**src/rtl/ddr3_arb_pkg.sv**
```systemverilog
// Shared constants for the DDR3 RAM-port arbiter.
package ddr3_arb_pkg;

  localparam int DDR3_DATA_W = 128;
  localparam int DDR3_STRB_W = 16;
  localparam int DDR3_ID_W   = 16;
  localparam int DDR3_ADDR_W = 32;

  // Width of an index into n items; a single item still needs one bit.
  function automatic int idx_w(input int n);
    return (n > 1) ? $clog2(n) : 1;
  endfunction

endpackage

```
**src/rtl/ddr3_arb_tag_fifo.sv**
```systemverilog
// In-order FIFO of granted port indices; the head names the port owed the next response.
module ddr3_arb_tag_fifo #(
  parameter int WIDTH = 1,
  parameter int DEPTH = 8
) (
  input  logic                       clk_i,
  input  logic                       rst_i,
  input  logic                       push_i,
  input  logic [WIDTH-1:0]           data_i,
  input  logic                       pop_i,
  output logic [WIDTH-1:0]           data_o,
  output logic                       full_o,
  output logic                       empty_o,
  output logic [$clog2(DEPTH+1)-1:0] count_o
);

  localparam int PTR_W = $clog2(DEPTH);
  localparam int CNT_W = $clog2(DEPTH+1);

  logic [WIDTH-1:0] mem_q [DEPTH];
  logic [PTR_W-1:0] wr_ptr_q, wr_ptr_d;
  logic [PTR_W-1:0] rd_ptr_q, rd_ptr_d;
  logic [CNT_W-1:0] count_q, count_d;
  logic             do_push, do_pop;

  assign full_o  = (count_q == CNT_W'(DEPTH));
  assign empty_o = (count_q == '0);
  assign do_push = push_i & ~full_o;
  assign do_pop  = pop_i & ~empty_o;
  assign data_o  = mem_q[rd_ptr_q];
  assign count_o = count_q;

  // Next pointers and occupancy; pointers wrap naturally since DEPTH is a power of two.
  always_comb begin
    wr_ptr_d = do_push ? wr_ptr_q + 1'b1 : wr_ptr_q;
    rd_ptr_d = do_pop  ? rd_ptr_q + 1'b1 : rd_ptr_q;
    count_d  = count_q;
    if (do_push && !do_pop) count_d = count_q + 1'b1;
    if (!do_push && do_pop) count_d = count_q - 1'b1;
  end

  // Storage write; contents need no reset because occupancy gates every read.
  always_ff @(posedge clk_i) begin
    if (do_push) mem_q[wr_ptr_q] <= data_i;
  end

  // Pointer and count registers.
  always_ff @(posedge clk_i or posedge rst_i) begin
    if (rst_i) begin
      wr_ptr_q <= '0;
      rd_ptr_q <= '0;
      count_q  <= '0;
    end else begin
      wr_ptr_q <= wr_ptr_d;
      rd_ptr_q <= rd_ptr_d;
      count_q  <= count_d;
    end
  end

endmodule

```
**src/rtl/ddr3_ram_arb.sv**
```systemverilog
// N-to-1 arbiter in front of a single DDR3 core RAM port.
// Optional macro DDR3_ARB_PRIO_EN: port 0 gets strict priority when unlocked,
// ports 1..PORTS-1 round-robin among themselves.
module ddr3_ram_arb
  import ddr3_arb_pkg::*;
#(
  parameter int PORTS = 2,
  parameter int DEPTH = 8
) (
  input  logic                         clk_i,
  input  logic                         rst_i,
  input  logic [PORTS*DDR3_STRB_W-1:0] inport_wr_i,
  input  logic [PORTS-1:0]             inport_rd_i,
  input  logic [PORTS*DDR3_ID_W-1:0]   inport_req_id_i,
  input  logic [PORTS*DDR3_ADDR_W-1:0] inport_addr_i,
  input  logic [PORTS*DDR3_DATA_W-1:0] inport_write_data_i,
  output logic [PORTS-1:0]             inport_accept_o,
  output logic [PORTS-1:0]             inport_ack_o,
  output logic [PORTS-1:0]             inport_error_o,
  output logic [DDR3_DATA_W-1:0]       inport_read_data_o,
  output logic [DDR3_ID_W-1:0]         inport_resp_id_o,
  output logic [DDR3_STRB_W-1:0]       outport_wr_o,
  output logic                         outport_rd_o,
  output logic [DDR3_ID_W-1:0]         outport_req_id_o,
  output logic [DDR3_ADDR_W-1:0]       outport_addr_o,
  output logic [DDR3_DATA_W-1:0]       outport_write_data_o,
  input  logic                         outport_accept_i,
  input  logic                         outport_ack_i,
  input  logic                         outport_error_i,
  input  logic [DDR3_DATA_W-1:0]       outport_read_data_i,
  input  logic [DDR3_ID_W-1:0]         outport_resp_id_i,
  output logic [$clog2(DEPTH+1)-1:0]   outstanding_o,
  output logic                         protocol_err_o
);

  localparam int IDX_W = idx_w(PORTS);

  logic [PORTS-1:0] req;
  logic [IDX_W-1:0] pick, win, head;
  logic             pick_vld, fwd_vld, show, fire, ack_vld;
  logic             fifo_full, fifo_empty;
  logic             lock_q, lock_d;
  logic [IDX_W-1:0] grant_q, grant_d;
  logic [IDX_W-1:0] rr_q, rr_d;
  logic             perr_q, perr_d;
  logic [PORTS-1:0] win_oh, head_oh;

  // A port is requesting when it has a read or any write strobe set.
  always_comb begin
    for (int p = 0; p < PORTS; p++)
      req[p] = inport_rd_i[p] | (|inport_wr_i[p*DDR3_STRB_W +: DDR3_STRB_W]);
  end

  // Pick the first requester at or after the round-robin pointer.
  always_comb begin
    int cand;
    cand     = 0;
    pick     = '0;
    pick_vld = 1'b0;
`ifdef DDR3_ARB_PRIO_EN
    if (req[0]) begin
      pick_vld = 1'b1;
    end else begin
      for (int i = 0; i < PORTS-1; i++) begin
        cand = (rr_q == '0) ? 1 + i : int'(rr_q) + i;
        if (cand >= PORTS) cand = cand - (PORTS-1);
        if (!pick_vld && req[cand]) begin
          pick_vld = 1'b1;
          pick     = IDX_W'(cand);
        end
      end
    end
`else
    for (int i = 0; i < PORTS; i++) begin
      cand = int'(rr_q) + i;
      if (cand >= PORTS) cand = cand - PORTS;
      if (!pick_vld && req[cand]) begin
        pick_vld = 1'b1;
        pick     = IDX_W'(cand);
      end
    end
`endif
  end

  // A held grant overrides fresh arbitration so the offered request stays stable.
  assign win     = lock_q ? grant_q : pick;
  assign fwd_vld = ~rst_i & (lock_q ? req[grant_q] : pick_vld);
  assign show    = fwd_vld & ~fifo_full;
  assign fire    = show & outport_accept_i;
  assign ack_vld = ~rst_i & outport_ack_i & ~fifo_empty;

  // One-hot decode of the winner and of the port owed the current response.
  always_comb begin
    win_oh       = '0;
    head_oh      = '0;
    win_oh[win]  = 1'b1;
    head_oh[head] = 1'b1;
  end

  // Request mux to the core; everything is zero when nothing is offered.
  always_comb begin
    outport_wr_o         = '0;
    outport_rd_o         = 1'b0;
    outport_req_id_o     = '0;
    outport_addr_o       = '0;
    outport_write_data_o = '0;
    if (show) begin
      outport_wr_o         = inport_wr_i[int'(win)*DDR3_STRB_W +: DDR3_STRB_W];
      outport_rd_o         = inport_rd_i[win];
      outport_req_id_o     = inport_req_id_i[int'(win)*DDR3_ID_W +: DDR3_ID_W];
      outport_addr_o       = inport_addr_i[int'(win)*DDR3_ADDR_W +: DDR3_ADDR_W];
      outport_write_data_o = inport_write_data_i[int'(win)*DDR3_DATA_W +: DDR3_DATA_W];
    end
  end

  assign inport_accept_o    = fire ? win_oh : '0;
  assign inport_ack_o       = ack_vld ? head_oh : '0;
  assign inport_error_o     = (ack_vld & outport_error_i) ? head_oh : '0;
  assign inport_read_data_o = rst_i ? '0 : outport_read_data_i;
  assign inport_resp_id_o   = rst_i ? '0 : outport_resp_id_i;
  assign protocol_err_o     = perr_q;

  // Lock while an offer waits; advance the pointer past each accepted winner.
  always_comb begin
    lock_d  = fwd_vld & ~fire;
    grant_d = fwd_vld ? win : grant_q;
    rr_d    = rr_q;
    if (fire) rr_d = (int'(win) == PORTS-1) ? '0 : win + 1'b1;
    perr_d  = perr_q | (outport_ack_i & fifo_empty);
  end

  // Arbitration and error-flag registers.
  always_ff @(posedge clk_i or posedge rst_i) begin
    if (rst_i) begin
      lock_q  <= 1'b0;
      grant_q <= '0;
      rr_q    <= '0;
      perr_q  <= 1'b0;
    end else begin
      lock_q  <= lock_d;
      grant_q <= grant_d;
      rr_q    <= rr_d;
      perr_q  <= perr_d;
    end
  end

  ddr3_arb_tag_fifo #(
    .WIDTH (IDX_W),
    .DEPTH (DEPTH)
  ) u_tag_fifo (
    .clk_i   (clk_i),
    .rst_i   (rst_i),
    .push_i  (fire),
    .data_i  (win),
    .pop_i   (ack_vld),
    .data_o  (head),
    .full_o  (fifo_full),
    .empty_o (fifo_empty),
    .count_o (outstanding_o)
  );

endmodule
```
**config.mk**
```make
export PLATFORM = sky130hd
export DESIGN_NAME = ddr3_ram_arb
export DESIGN_NICKNAME = d
export VERILOG_FILES = /design/src/rtl/ddr3_arb_pkg.sv /design/src/rtl/ddr3_arb_tag_fifo.sv /design/src/rtl/ddr3_ram_arb.sv
export SDC_FILE = /design/constraint.sdc
export NUM_CORES = 1
export LEC_CHECK = 0
export ABC_CLOCK_PERIOD_IN_PS = 3500
export CAP_MARGIN = 30
export CORE_AREA = 2 2 346 348
export CTS_CLUSTER_SIZE = 24
export DETAILED_ROUTE_END_ITERATION = 10
export DIE_AREA = 0 0 348 350
export PLACE_DENSITY = 0.3
export SKIP_CTS_REPAIR_TIMING = 1
export SYNTH_ARGS = -nofsm -noshare
export SYNTH_HDL_FRONTEND = slang
export SYNTH_SLANG_ARGS = --single-unit
export TNS_END_PERCENT = 50
```
**constraint.sdc**
```tcl
create_clock -name clk_i -period 3.5 [get_ports clk_i]
set_input_delay 1.05 -clock clk_i [delete_from_list [all_inputs] [get_ports clk_i]]
set_output_delay 1.05 -clock clk_i [all_outputs]
set_load 0.1 [all_outputs]
```
==> metrics <==
FP Rows=126; fin nets=2486; Die X=348 µm; worst slew pin tran=0.833 ns; Final Slew Violations=0; Worst setup endpoint=outport_write_data_o[126]; Yosys reg bits=22; top cell type's share of synthesized area=17.3%; syn_nets=1498; Synth area leader=a21oi_1; Max Fclk=228 MHz; Top FF cell, synth=dfrtp_1; Hold Path Class=reg2reg; post-route ant nets=0; Vias/cell=3.30; Post-Syn Area=5700 µm²; Syn Inst Count=958; Worst Hold Launch=protocol_err_o$_DFF_PP0_; final setup violation count=200; Hold Violations, Final=0; Post-synth EDFFs=8; Period Utilization, post-route=125%; violated checks=negative setup slack; asr flop ratio synth=63.6%; Crit path required time=2.45 ns; top cells by area, synth=a21oi_1 17%, nand3_1 17%, nor2b_1 16%; yosys warns=0; Worst-Skew Late Latency=0.25 ns; PD cells=768 nW/µm²; Static Leakage=9.11 nW; MaxCap Viol Count=0; CTS tree=done; final worst path period need=4.38 ns; Setup crit start=inport_wr_i[23]; total CTS buffers=3; final worst slack=-0.885 ns; grt total ovfl=0; worst r2r src=grant_q$_DFFE_PP0N_; clk_skew=0.00151 ns; crit path DAT=3.33 ns; Total GRT Usage=11.0%; initial antenna violation count=25; Root Buffer=clkbuf_16; first-pass GRT wire length=95500 µm; H-tree levels=1; chip height=350 µm; post-layout power=20.0 mW; Max IR drop VDD=0.350 mV; DR iter-0 viols=355; # IOs=883; FF-to-FF End=u_tag_fifo.count_o[2]$_DFFE_PP0P_; Port Buffers=882; final wirelength=77400 µm; Avg Inst Size Synth=5.95 µm²; Rel. slew slack=44.5%; Netlist cell types=40; vias post-DR=11500; DRC Markers=0; Setup WS pre-CTS=-1.57 ns; startpoint types=input pin; sequential area share after synthesis=10.4%; WL/cell=22.1 µm; vias in the first global route=11900; RSZ-0062 raised after global routing=yes; most frequent cells after synthesis=197 x a21oi_1, 193 x nand3_1, 172 x o21ai_1, 145 x nor2b_1, 47 x buf_2; P&R area growth vs syn=357%; status=finished, violations left; CP Capture Type=output pin; drt pass-1 iters=6; Sink Count=22; Crit Path Max Fanout=8; fraction of layout cells with a size suffix above 1=50.3%; CTS Buffer Depth=2; R2R Setup Slk=0.76 ns; reg2reg path depth=13; Reg clk slew, reported paths=0.06 ns; final RePlAce weighted congestion=0.830; Starting Density=4.84%; WS Path Type=in2out; largest net degree at the start of global routing=115; DPL Wire Length=63800 µm; die area=122000 µm²; most common cell in the netlist=a21oi_1; Floorplan Core Area=118000 µm²
routing by layer:
layer  vias up  wire length (µm)  GRT usage [%]
li1       5456                 -              -
met1      5514             30400           12.2
met2       509             38900           20.0
met3        40              6800           4.36
met4        12              1220           1.54
met5         -                72              0
per-stage QoR:
stage	util, %	instance area [µm²]	setup TNS [ns]	cells	hold slack (ns)
2_1_floorplan	-	7720	-137.41	958	0.466
3_3_place_gp	19.4	22800	-247.63	3406	0.455
3_5_place_dp	19.4	22900	-236.95	3408	0.448
4_1_cts	19.5	22900	-237.76	3412	0.465
5_1_grt	22.1	26000	-166.16	3482	0.507
6_report	22.1	26000	-153.96	3496	0.461
how the worst min path moves through the flow:
stage	end	slack, ns	cells past startpoint
after CTS	protocol_err_o$_DFF_PP0_	0.47	1
after global routing	protocol_err_o$_DFF_PP0_	0.51	1
after floorplan	u_tag_fifo.rd_ptr_q[2]$_DFFE_PP0P_	0.47	1
after global placement	protocol_err_o$_DFF_PP0_	0.46	1
after detailed placement	protocol_err_o$_DFF_PP0_	0.45	1
final	protocol_err_o$_DFF_PP0_	0.46	1
state kept, by name (all words and copies together) (netlist names):
register / cells
protocol_err_o: 1
u_tag_fifo.wr_ptr_q: 3
u_tag_fifo.rd_ptr_q: 3
rr_q: 1
u_tag_fifo.mem_q: 8
grant_q: 1
u_tag_fifo.count_o: 4
lock_q: 1
area by class of cell:
class,instances,area (µm²)
antenna,15,37.5
clock buffer,4,78.8
fill,12500,91700
inverter,3,11.3
multi-input combinational,808,8030
sequential,22,591
tap,1536,1920
timing repair buffer,1108,15300
worst max-delay path, cell delays in order:
cell,delay [ns]
dlymetal6s2s_1,0.24
nor4_2,0.36
buf_4,0.17
nand2_4,0.06
o31ai_4,0.25
buf_12,0.16
buf_16,0.14
buf_6,0.11
buf_8,0.11
clkbuf_16,0.18
o21ai_2,0.07
a21oi_2,0.21
buf_12,0.20
cell usage in the layout, fill, tap and decap left out, types with 3 or more instances in the layout:
cell             count
clkbuf_16           19
clkdlybuf4s50_1    500
o21ai_4             78
ha_1                 5
dlymetal6s2s_1      24
buf_12             405
o21ai_2             26
o21ai_1             89
xor2_1               6
nor2b_1            145
a21oi_4            174
nor4_1               5
edfxtp_1             8
nor2_1               7
buf_4              113
dfrtp_1             14
nand3_1            120
a21oi_1              4
buf_6               24
nand2_1              9
buf_8               15
diode_2             15
a21oi_2             19
mux2_2               5
nor4b_1              4
nand3_4             15
nand3_2             58
o21ai_0              4
nor4_4               3
clkbuf_2             3
xnor2_1              3
buf_16               6
inv_1                3
cell families (layout without fill, tap and decap cells):
| logic type | count (synthesis) | after routing | synth area share, % |
|---|---|---|---|
| xor+xnor | 9 | 9 | 1.38 |
| flops | 22 | 22 | 10.4 |
| other cells | 0 | 15 | 0 |
| fa+ha+maj | 5 | 5 | 1.10 |
| mux | 8 | 8 | 1.95 |
| compound gates | 403 | 404 | 36.2 |
| buf+inv | 129 | 1115 | 11.6 |
| simple gates | 382 | 382 | 37.4 |
report_power, final:
| group | internal, mW | leakage [nW] | switching, mW | total [mW] |
|---|---|---|---|---|
| logic | 7.29 | 8.84 | 11.9 | 19.2 |
| registers | 0.371 | 0.235 | 0.125 | 0.497 |
| clock network | 0.155 | 0.0382 | 0.0866 | 0.242 |
Note: power is estimated with default switching activity, not from simulation.
